[src/rtl/hififo_pkg.sv]
// Shared types and constants for the host-to-FPGA (from PC) DMA read path.
package hififo_pkg;

  localparam int BEAT_BYTES = 8;

  // Bit positions inside the 32-bit status word
  localparam int ST_ISSUED_LSB   = 0;
  localparam int ST_DRAINED_LSB  = 8;
  localparam int ST_STRAY_BIT    = 16;
  localparam int ST_OVERFILL_BIT = 17;

  typedef enum logic [1:0] {
    SLOT_FREE,
    SLOT_PENDING,
    SLOT_FULL,
    SLOT_DRAIN
  } slot_state_e;

  typedef enum logic {
    ISSUE_IDLE,
    ISSUE_REQ
  } issue_state_e;

  typedef enum logic {
    DRAIN_IDLE,
    DRAIN_RUN
  } drain_state_e;

endpackage

[src/rtl/hififo_reorder_ram.sv]
// Simple dual-port reorder buffer: one write port, one registered read port.
module hififo_reorder_ram
  import hififo_pkg::*;
#(
  parameter int DEPTH = 64,
  parameter int AW    = 6,
  parameter int W     = 64
) (
  input  logic          clock,
  input  logic          we,
  input  logic [AW-1:0] waddr,
  input  logic [W-1:0]  wdata,
  input  logic          re,
  input  logic [AW-1:0] raddr,
  output logic [W-1:0]  rdata
);

  logic [W-1:0] mem [DEPTH];

  always_ff @(posedge clock) begin
    if (we) mem[waddr] <= wdata;
  end

  always_ff @(posedge clock) begin
    if (re) rdata <= mem[raddr];
  end

endmodule

[src/rtl/hififo_fpc_fifo.sv]
// From-PC DMA engine: issues fixed 128-byte read requests and reorders
// out-of-order completions into an in-order 64-bit output stream.
module hififo_fpc_fifo
  import hififo_pkg::*;
#(
  parameter int NSLOTS = 4,
  parameter int BEATS  = 16,
  parameter int SW     = 2
) (
  input  logic          clock,
  input  logic          reset,
  input  logic          req_valid,
  input  logic [63:0]   req_addr,
  output logic          req_ack,
  output logic          rr_valid,
  output logic [63:0]   rr_addr,
  output logic [SW-1:0] rr_tag,
  output logic [4:0]    rr_count,
  input  logic          rr_ready,
  input  logic [63:0]   rx_data,
  input  logic          rx_data_valid,
  input  logic [SW-1:0] rc_tag,
  input  logic [3:0]    rc_offset,
  input  logic          rc_last,
  output logic [63:0]   o_data,
  output logic          o_valid,
  input  logic          o_ready,
  output logic [31:0]   status,
  output logic          interrupt
);

  localparam int         AW       = SW + 4;
  localparam logic [4:0] FULL_CNT = 5'(BEATS);
  localparam logic [3:0] LAST_OFF = 4'(BEATS - 1);

  // Handshakes: a transfer happens on the rising clock edge where valid and
  // ready are both high; valid never waits on ready, and payload is held
  // stable while valid is high and ready is low.

  slot_state_e   slot_state [NSLOTS];
  logic [4:0]    slot_cnt   [NSLOTS];
  logic [SW-1:0] alloc_ptr;
  logic [SW-1:0] drain_ptr;

  issue_state_e  issue_state, issue_next;
  logic          issue_load, issue_accept;

  drain_state_e  drain_state, drain_next;
  logic          drain_start, drain_done;
  logic [4:0]    rd_off;
  logic [3:0]    out_cnt;
  logic          rd_en, rd_pend;
  logic [63:0]   ram_rdata;
  logic [63:0]   ob_data [2];
  logic          ob_wp, ob_rp;
  logic [1:0]    ob_cnt;
  logic          pop;
  logic [2:0]    occ_after;

  logic          beat_stray, beat_over, beat_ok;
  logic [7:0]    issued_cnt, drained_cnt;
  logic          err_stray, err_overfill;

  logic          unused_rc_last;
  assign unused_rc_last = rc_last;

  // ---------------- issue FSM ----------------
  always_ff @(posedge clock or posedge reset) begin
    if (reset) begin
      issue_state <= ISSUE_IDLE;
      rr_addr     <= '0;
      rr_tag      <= '0;
    end else begin
      issue_state <= issue_next;
      if (issue_load) begin
        rr_addr <= req_addr;
        rr_tag  <= alloc_ptr;
      end
    end
  end

  always_comb begin
    issue_next   = issue_state;
    issue_load   = 1'b0;
    issue_accept = 1'b0;
    case (issue_state)
      ISSUE_IDLE: begin
        if (req_valid && slot_state[alloc_ptr] == SLOT_FREE) begin
          issue_load = 1'b1;
          issue_next = ISSUE_REQ;
        end
      end
      ISSUE_REQ: begin
        if (rr_ready) begin
          issue_accept = 1'b1;
          issue_next   = ISSUE_IDLE;
        end
      end
      default: issue_next = ISSUE_IDLE;
    endcase
  end

  assign rr_valid = (issue_state == ISSUE_REQ);
  assign req_ack  = issue_accept;
  assign rr_count = FULL_CNT;

  // ---------------- completion classification ----------------
  always_comb begin
    beat_stray = rx_data_valid &&
                 (slot_state[rc_tag] == SLOT_FREE || slot_state[rc_tag] == SLOT_DRAIN);
    beat_over  = rx_data_valid && !beat_stray && (slot_cnt[rc_tag] == FULL_CNT);
    beat_ok    = rx_data_valid && !beat_stray && !beat_over;
  end

  // ---------------- drain FSM ----------------
  assign o_valid   = (ob_cnt != 2'd0);
  assign o_data    = ob_data[ob_rp];
  assign pop       = o_valid && o_ready;
  // Output-buffer occupancy after this cycle; a read is launched only when
  // its result is sure to find a free entry one cycle later.
  assign occ_after = 3'(ob_cnt) + 3'(rd_pend) - 3'(pop);

  always_comb begin
    drain_next  = drain_state;
    drain_start = 1'b0;
    drain_done  = 1'b0;
    rd_en       = 1'b0;
    case (drain_state)
      DRAIN_IDLE: begin
        if (slot_state[drain_ptr] == SLOT_FULL) begin
          drain_start = 1'b1;
          drain_next  = DRAIN_RUN;
        end
      end
      DRAIN_RUN: begin
        rd_en = (rd_off != FULL_CNT) && (occ_after < 3'd2);
        if (pop && out_cnt == LAST_OFF) begin
          drain_done = 1'b1;
          drain_next = DRAIN_IDLE;
        end
      end
      default: drain_next = DRAIN_IDLE;
    endcase
  end

  always_ff @(posedge clock or posedge reset) begin
    if (reset) begin
      drain_state <= DRAIN_IDLE;
      drain_ptr   <= '0;
      rd_off      <= '0;
      out_cnt     <= '0;
      rd_pend     <= 1'b0;
      ob_wp       <= 1'b0;
      ob_rp       <= 1'b0;
      ob_cnt      <= '0;
      interrupt   <= 1'b0;
    end else begin
      drain_state <= drain_next;
      rd_pend     <= rd_en;
      interrupt   <= drain_done;
      ob_cnt      <= occ_after[1:0];
      if (drain_start) begin
        rd_off  <= '0;
        out_cnt <= '0;
      end else begin
        if (rd_en) rd_off  <= rd_off + 5'd1;
        if (pop)   out_cnt <= out_cnt + 4'd1;
      end
      if (drain_done) drain_ptr <= drain_ptr + SW'(1);
      if (rd_pend)    ob_wp     <= ~ob_wp;
      if (pop)        ob_rp     <= ~ob_rp;
    end
  end

  always_ff @(posedge clock) begin
    if (rd_pend) ob_data[ob_wp] <= ram_rdata;
  end

  // ---------------- slot bookkeeping and status ----------------
  // Issue, completion and drain each act only on a slot in a distinct state,
  // so they never target the same slot in the same cycle.
  always_ff @(posedge clock or posedge reset) begin
    if (reset) begin
      for (int i = 0; i < NSLOTS; i++) begin
        slot_state[i] <= SLOT_FREE;
        slot_cnt[i]   <= '0;
      end
      alloc_ptr    <= '0;
      issued_cnt   <= '0;
      drained_cnt  <= '0;
      err_stray    <= 1'b0;
      err_overfill <= 1'b0;
    end else begin
      for (int i = 0; i < NSLOTS; i++) begin
        if (issue_accept && alloc_ptr == SW'(i)) slot_state[i] <= SLOT_PENDING;
        if (beat_ok && rc_tag == SW'(i)) begin
          slot_cnt[i] <= slot_cnt[i] + 5'd1;
          if (slot_cnt[i] == FULL_CNT - 5'd1) slot_state[i] <= SLOT_FULL;
        end
        if (drain_start && drain_ptr == SW'(i)) slot_state[i] <= SLOT_DRAIN;
        if (drain_done && drain_ptr == SW'(i)) begin
          slot_state[i] <= SLOT_FREE;
          slot_cnt[i]   <= '0;
        end
      end
      if (issue_accept) begin
        alloc_ptr  <= alloc_ptr + SW'(1);
        issued_cnt <= issued_cnt + 8'd1;
      end
      if (drain_done) drained_cnt  <= drained_cnt + 8'd1;
      if (beat_stray) err_stray    <= 1'b1;
      if (beat_over)  err_overfill <= 1'b1;
    end
  end

  always_comb begin
    status                       = '0;
    status[ST_ISSUED_LSB +: 8]   = issued_cnt;
    status[ST_DRAINED_LSB +: 8]  = drained_cnt;
    status[ST_STRAY_BIT]         = err_stray;
    status[ST_OVERFILL_BIT]      = err_overfill;
  end

  hififo_reorder_ram #(
    .DEPTH(NSLOTS * BEATS),
    .AW   (AW),
    .W    (64)
  ) u_ram (
    .clock(clock),
    .we   (beat_ok),
    .waddr({rc_tag, rc_offset}),
    .wdata(rx_data),
    .re   (rd_en),
    .raddr({drain_ptr, rd_off[3:0]}),
    .rdata(ram_rdata)
  );

endmodule

[config.mk]
export PLATFORM = sky130hd
export DESIGN_NAME = hififo_fpc_fifo
export DESIGN_NICKNAME = d
export VERILOG_FILES = /design/src/rtl/hififo_pkg.sv /design/src/rtl/hififo_reorder_ram.sv /design/src/rtl/hififo_fpc_fifo.sv
export SDC_FILE = /design/constraint.sdc
export NUM_CORES = 2
export LEC_CHECK = 0
export CAP_MARGIN = 20
export CORE_ASPECT_RATIO = 0.75
export CORE_MARGIN = 3
export CORE_UTILIZATION = 65
export CTS_BUF_LIST = sky130_fd_sc_hd__clkbuf_16
export DETAILED_ROUTE_END_ITERATION = 8
export PLACE_DENSITY = 0.83
export SLEW_MARGIN = 20
export SYNTH_ARGS = -nofsm -noshare
export SYNTH_HDL_FRONTEND = slang
export SYNTH_MEMORY_MAX_BITS = 65536
export SYNTH_SLANG_ARGS = --single-unit
export TNS_END_PERCENT = 5
[constraint.sdc]
create_clock -name clock -period 15.7 [get_ports clock]
set_clock_uncertainty 0.2 [all_clocks]
set_input_delay 4.71 -clock clock [delete_from_list [all_inputs] [get_ports clock]]
set_output_delay 4.71 -clock clock [all_outputs]
set_load 0.02 [all_outputs]
After elaboration in Yosys (flattened, before gate mapping) --
Memories as Yosys holds them, arrays and structs flattened. A register that Yosys moved wholly into a read port is not among the register bits. Cells that the tools add are included. W data, S select, Z words.
Storage, ports and cells: flip-flop bits (word level) 133, bits in writable memories 4224, bits of input ports 141, word-level logic and storage cells 168, memories kept 2
Operators by class: add/sub/neg operators 12, order comparisons 4, equal/unequal tests 18, multiplexer cells 61, bitwise operators 7, reduce and logical (&&, ||, !) cells 39
Memories:
- u_ram.mem | depth 64, width 64, rd ports 1, clocked after Yosys merged registers in 1, write ports 1, line hififo_reorder_ram.sv:18 | logic [W-1:0] mem [DEPTH];
- ob_data | depth 2, width 64, rd ports 1, clocked after Yosys merged registers in 0, write ports 1, line hififo_fpc_fifo.sv:54 | logic [63:0] ob_data [2];
Operators with widths (number):
- $mux W5 | 12
- $mux W2 | 26
- $add A5 B1 Y5 const B | 5
- $logic_and A1 B1 Y1 | 24
- $eq A5 B4 Y1 const B | 4
- $add A8 B1 Y8 const B | 2
- $eq A2 B2 Y1 const B | 8
- $mux W1 | 15
- $reduce_bool A2 Y1 | 7
- $bmux W2 S2 | 3
- $bmux W5 S2 | 1
- $logic_not A2 Y1 | 5
- $ge A3 B3 Y1 const B | 3
- $not A2 Y3 | 3
- $mux W4 | 2
- $eq A2 B1 Y1 const B | 3
- $eq A5 B5 Y1 const B | 1
- $ne A5 B5 Y1 const B | 1
- $add A2 B1 Y2 const B | 2
- $add A4 B1 Y4 const B | 1
- $eq A4 B4 Y1 const B | 1
- $not A1 Y1 | 4
- $pmux W1 S2 | 2
- $add A2 B1 Y3 | 1
- 4 further kinds | 5

Logic depth before layout (Yosys ltp) --
depth in word-level cells 16, depth in mapped cells 11, depth with buffers taken out 11

Hierarchy --
A second synthesis with hierarchy kept.
Unflattened totals: cell total of the unflattened synthesis 7322, area, all modules 167977.4 um^2
Modules (own cells, without submodules):
- hififo_reorder_ram | times used 1, cells an instance 6598, area an instance 156989.3 um^2, sequential area each 124919.8 um^2
- hififo_fpc_fifo | times used 1, cells an instance 724, area an instance 10988.0 um^2, sequential area each 7171.9 um^2

Worst setup path before layout --
OpenSTA, ideal clock, no wires.
kind input to register, start input port rc_tag[0], end memory u_ram.mem[25][0], enable pin, setup time 0.645 ns, data arrival time 11.825 ns, required time 14.855 ns, setup slack 3.030 ns, stages on the path 5, buffers on the path 2, path through clkbuf_1 -> mux4_2 -> nand2_1 -> clkbuf_1 -> nor4_1
Between the ends: longest elaborated chain between the ends 14, elaborated cells on any way between the ends 19, classes of those cells eq/ne: 2; mux: 8; bitwise: 1; reduce/logical: 8
RTL lines:
- start: declaration | line hififo_fpc_fifo.sv:22 | input logic [SW-1:0] rc_tag,
- $not A2 Y3 (implied by the code) | line hififo_fpc_fifo.sv:110, hififo_fpc_fifo.sv:111
- $bmux W2 S2 | line hififo_fpc_fifo.sv:110 | (slot_state[rc_tag] == SLOT_FREE || slot_state[rc_tag] == SLOT_DRAIN);
- $mux W2 (implied by the code) (2 in series) | line hififo_fpc_fifo.sv:110
- $eq A2 B2 Y1 or $logic_not A2 Y1 (tied branches) | line hififo_fpc_fifo.sv:110
- $logic_or A1 B1 Y1 | line hififo_fpc_fifo.sv:110
- $logic_and A1 B1 Y1 | line hififo_fpc_fifo.sv:109 | beat_stray = rx_data_valid &&
- $logic_not A1 Y1 | line hififo_fpc_fifo.sv:111, hififo_fpc_fifo.sv:112
- $logic_and A1 B1 Y1 | line hififo_fpc_fifo.sv:111, hififo_fpc_fifo.sv:112
- $logic_and A1 B1 Y1 | line hififo_fpc_fifo.sv:111 | beat_over = rx_data_valid && !beat_stray && (slot_cnt[rc_tag] == FULL_CNT);
- $logic_not A1 Y1 | line hififo_fpc_fifo.sv:112 | beat_ok = rx_data_valid && !beat_stray && !beat_over;
- $logic_and A1 B1 Y1 | line hififo_fpc_fifo.sv:112
- $mux W1 | line hififo_reorder_ram.sv:21 | if (we) mem[waddr] <= wdata;
- $mux W1 (implied by the code) | line hififo_reorder_ram.sv:21
- end: declaration | line hififo_reorder_ram.sv:18
Parallel ways exist; a longest one is shown, timed or not. The select of a mux whose other input is x is not followed.

Worst setup path after layout --
start input port rr_ready, end output port req_ack
Between the ends: longest elaborated chain between the ends 2
RTL lines:
- start: declaration | line hififo_fpc_fifo.sv:19 | input logic rr_ready,
- $mux W1 | line hififo_fpc_fifo.sv:94 | if (rr_ready) begin
- $mux W1 | line hififo_fpc_fifo.sv:86 | case (issue_state)
- end: declaration | line hififo_fpc_fifo.sv:14 | output logic req_ack,
Every way passes these cells.

==> results.md <==
- Status: finished clean
- Endpoints failing hold: 0
- Ys async rst share: 3.008%
- Unrepaired setup endpoints after global routing: false
- Clock share of power: between 40% and 50%
- Synth warn: 0
- GRT Util Overall: a little under two fifths
- Initial core utilization: between 60% and 70%
- Min cycle time layout: 11210 ps
- Die Y: 447.1 um
- # DRC: 0
- Global-route wire length before repair: 679600 um
- DR pass1 iterations: 8
- Worst VDD drop: around 120 uV
- Cell Count, Final, Fillers Out: 11920
- PostCTS Resize Cnt: 0
- Total gr overflow: 0
- Wire per inst: between 40 and 50 um
- Max Root-Sink Buffers: 4
- R2r setup slk: 8930 ps
- Row count: 161
- Hold_buf cts: 0
- Antenna violations before repair: 34
- Rel. slew slack: about a tenth
- Die footprint: 265600 um^2
- Worst-path fanout max: 12
- Via Count: about 90000
- Period Utilization, post-route: 71.43%
- Layout area overhead: 11.61%
- Netlist cell types: 62
- Fmax: 89.17 MHz
- Delay-heaviest family, CP: buffers and inverters
- Post-synth EDFFs: 4288
- Fin util: between 70% and 80%
- Final net count: 8316
- Yosys reg bits: about 4400
- CP Cell Sequence: clkdlybuf4s50_1, and2_1, clkdlybuf4s50_1
- Critical path arrival: 6300 ps
- Largest net degree at the start of global routing: 138
- CP max stage delay: slightly below 700 ps
- TritonCTS Buffers: between 300 and 400
- Kind of critical path: in2out
- Setup crit start kind: input port
- Ports: 312
- CP max stage cell: clkdlybuf4s50_1
- Sw Ratio: 21.61%
- Mapped cell area: 168600 um^2
- P_int: about 19 mW
- Clock root buffer: clkbuf_16
- Syn Inst Count: 7686
- Setup Fix Bufs, Post-CTS: 0
- Static Leak: 59.77 nW
- Die Wd: around 600 um
- Placed Cells: 11170
- Clock transition at the registers of the reported paths: 60 ps
- Req. time, crit path: 10790 ps
- Slew Viols, Final: 0
- TritonCTS clock tree: done
- Power density over cell area: 127.5 nW/um^2
- Top_reg_cell synth: edfxtp_1
- Dpl hpwl: 236400 um
- Final setup vio count: 0
- Syn avg cell area: 21.94 um^2
- P_sw: 5.186 mW
- Least-Margin Pin Slew: 1342 ps
- Logic pwr share: 4.7%
- Vias per inst: 7.676
- Sequential area share after synthesis: 78.33%
- Crit. End Element: output port
- Drt total wl: 490700 um
- Core box area: 257400 um^2
- Most Frequent Cell on Critical Path: clkdlybuf4s50_1
- I/O Buffers: 291
- Vias in the first global route: 90560
- Hold WC Path Type: reg2reg
- Gpl congestion: 0.8722
- Setup TNS: 0 ps
- Seq pwr share: 55.1%
- Sink Count: between 4000 and 5000
- CP bufs+invs: 2
- Clk_lat worst skew: 950 ps
- Max-cap violations: 0
- DRT iter0 DRCs: 17580
- Share of layout cells above drive strength 1: 23.16%
- Max H-tree Level: 5
- ANT nets after route: 0
## logic make-up after synthesis
logic type / share of synthesized area, %
and+or+nand+nor: 1.321
buffers and inverters: 1.560
DFF: 78.33
AOI/OAI and AO/OA: 3.394
adders and majority gates: 0.1751
muxes: 15.01
xor gates and xnor gates: 0.2078
other: 0.004454
## path summary, 6_finish.rpt
check,endpoint,from,depth (start not counted)
max,req_ack,rr_ready,3
min,ob_data[1][13],u_ram.rdata[13],0
max reg2reg,u_ram.rdata[3],rd_off[0],9
min reg2reg,ob_data[1][13],u_ram.rdata[13],0
max in group asynchronous,ob_rp,reset,3
min in group asynchronous,rr_addr[36],reset,2
## registers in the layout (all words and copies together), names as in the netlist
signal        flops
alloc_ptr         2
drain_ptr         2
drain_state       1
drained_cnt       8
err_overfill      1
err_stray         1
interrupt         1
issued_cnt        8
ob_cnt            2
ob_data         128
ob_rp             1
ob_wp             1
out_cnt           4
rd_off            5
rd_pend           1
rr_addr          64
rr_tag            2
rr_valid          1
slot_cnt         20
slot_state        8
u_ram.mem      4096
u_ram.rdata      64
## cells in the mapped netlist (6+ instances only)
master | count | area share [%]
dfrtp_1 | 133 | 2.0
xor2_1 | 20 | 0.10
nor2b_1 | 12 | 0.045
o211ai_1 | 17 | 0.076
a31oi_1 | 19 | 0.070
inv_1 | 19 | 0.042
a31o_1 | 11 | 0.057
mux4_2 | 803 | 11
o21ai_0 | 31 | 0.092
nand4_1 | 19 | 0.070
clkbuf_1 | 187 | 0.42
or3_1 | 6 | 0.022
buf_1 | 28 | 0.062
nor3_1 | 14 | 0.042
o41ai_1 | 6 | 0.031
a32o_1 | 8 | 0.047
ha_1 | 22 | 0.16
a211o_1 | 6 | 0.031
nor2_1 | 108 | 0.24
o211a_1 | 14 | 0.083
a2111oi_0 | 27 | 0.14
o221a_2 | 15 | 0.10
o2bb2ai_1 | 7 | 0.036
o22ai_1 | 84 | 0.31
buf_4 | 75 | 0.33
a22o_1 | 39 | 0.20
nand2_1 | 138 | 0.31
a21oi_1 | 89 | 0.26
a22oi_1 | 130 | 0.58
mux2_2 | 202 | 1.3
and3_1 | 21 | 0.078
buf_6 | 54 | 0.36
o221ai_1 | 119 | 0.62
nand2b_1 | 23 | 0.085
buf_2 | 116 | 0.34
a221oi_1 | 41 | 0.21
mux2i_1 | 494 | 2.9
xnor2_1 | 20 | 0.10
edfxtp_1 | 4288 | 76
nand3_1 | 47 | 0.14
nor4_1 | 32 | 0.12
a211oi_1 | 79 | 0.35
and2_1 | 16 | 0.059
## layout by cell type (no fill, tap or decap), types with 119 or more instances in the layout
cell	Yosys	layout
a22oi_1	130	130
buf_4	75	246
clkbuf_16	0	399
clkdlybuf4s50_1	0	227
dfrtp_1	133	126
edfxtp_1	4288	4288
mux2_2	202	202
mux2i_1	494	494
mux4_2	803	803
nand2_1	138	137
o221ai_1	119	119
## power by group through the flow
stage / sequential (mW) / clock [mW] / combinational (mW)
6_report: 13.2 / 9.64 / 1.13
5_1_grt: 13.2 / 10.0 / 1.19
4_1_cts: 13.2 / 9.62 / 1.11
3_5_place_dp: 13.5 / 0 / 1.10
3_3_place_gp: 13.5 / 0 / 1.06
2_1_floorplan: 13.5 / 0 / 0.418
## layer usage
metal / global-route usage (%) / vias up / share of wire (%)
li1: - / 33320 / -
met1: 48.89 / 46060 / 32
met2: 54.37 / 10130 / 45
met3: 13.35 / 1970 / 17
met4: 18.21 / 16 / 6.2
met5: 0.2715 / - / 0.021
## through the flow
stage	area (um^2)	setup slack, ps	power [mW]	hold WS [ps]
floorplan	168700	3030	13.97	221.5
global placement	175300	4493	14.53	226.8
detailed placement	175300	4493	14.58	231.6
CTS	187800	4486	23.96	234.9
global route	188100	4403	24.45	251.2
finish	188200	4485	24.00	244.7
## layout make-up
| type | count | area [um^2] |
|---|---|---|
| repair buffers | 514 | 4614 |
| multi-input cells | 2803 | 34560 |
| fillers | 13070 | 69240 |
| inverters | 19 | 76.32 |
| clock buffers | 399 | 9985 |
| diodes | 33 | 82.58 |
| well taps | 3423 | 4283 |
| clock inverters | 308 | 2485 |
| flip-flops and latches | 4421 | 132100 |
Power figures use the tool's default switching activity.
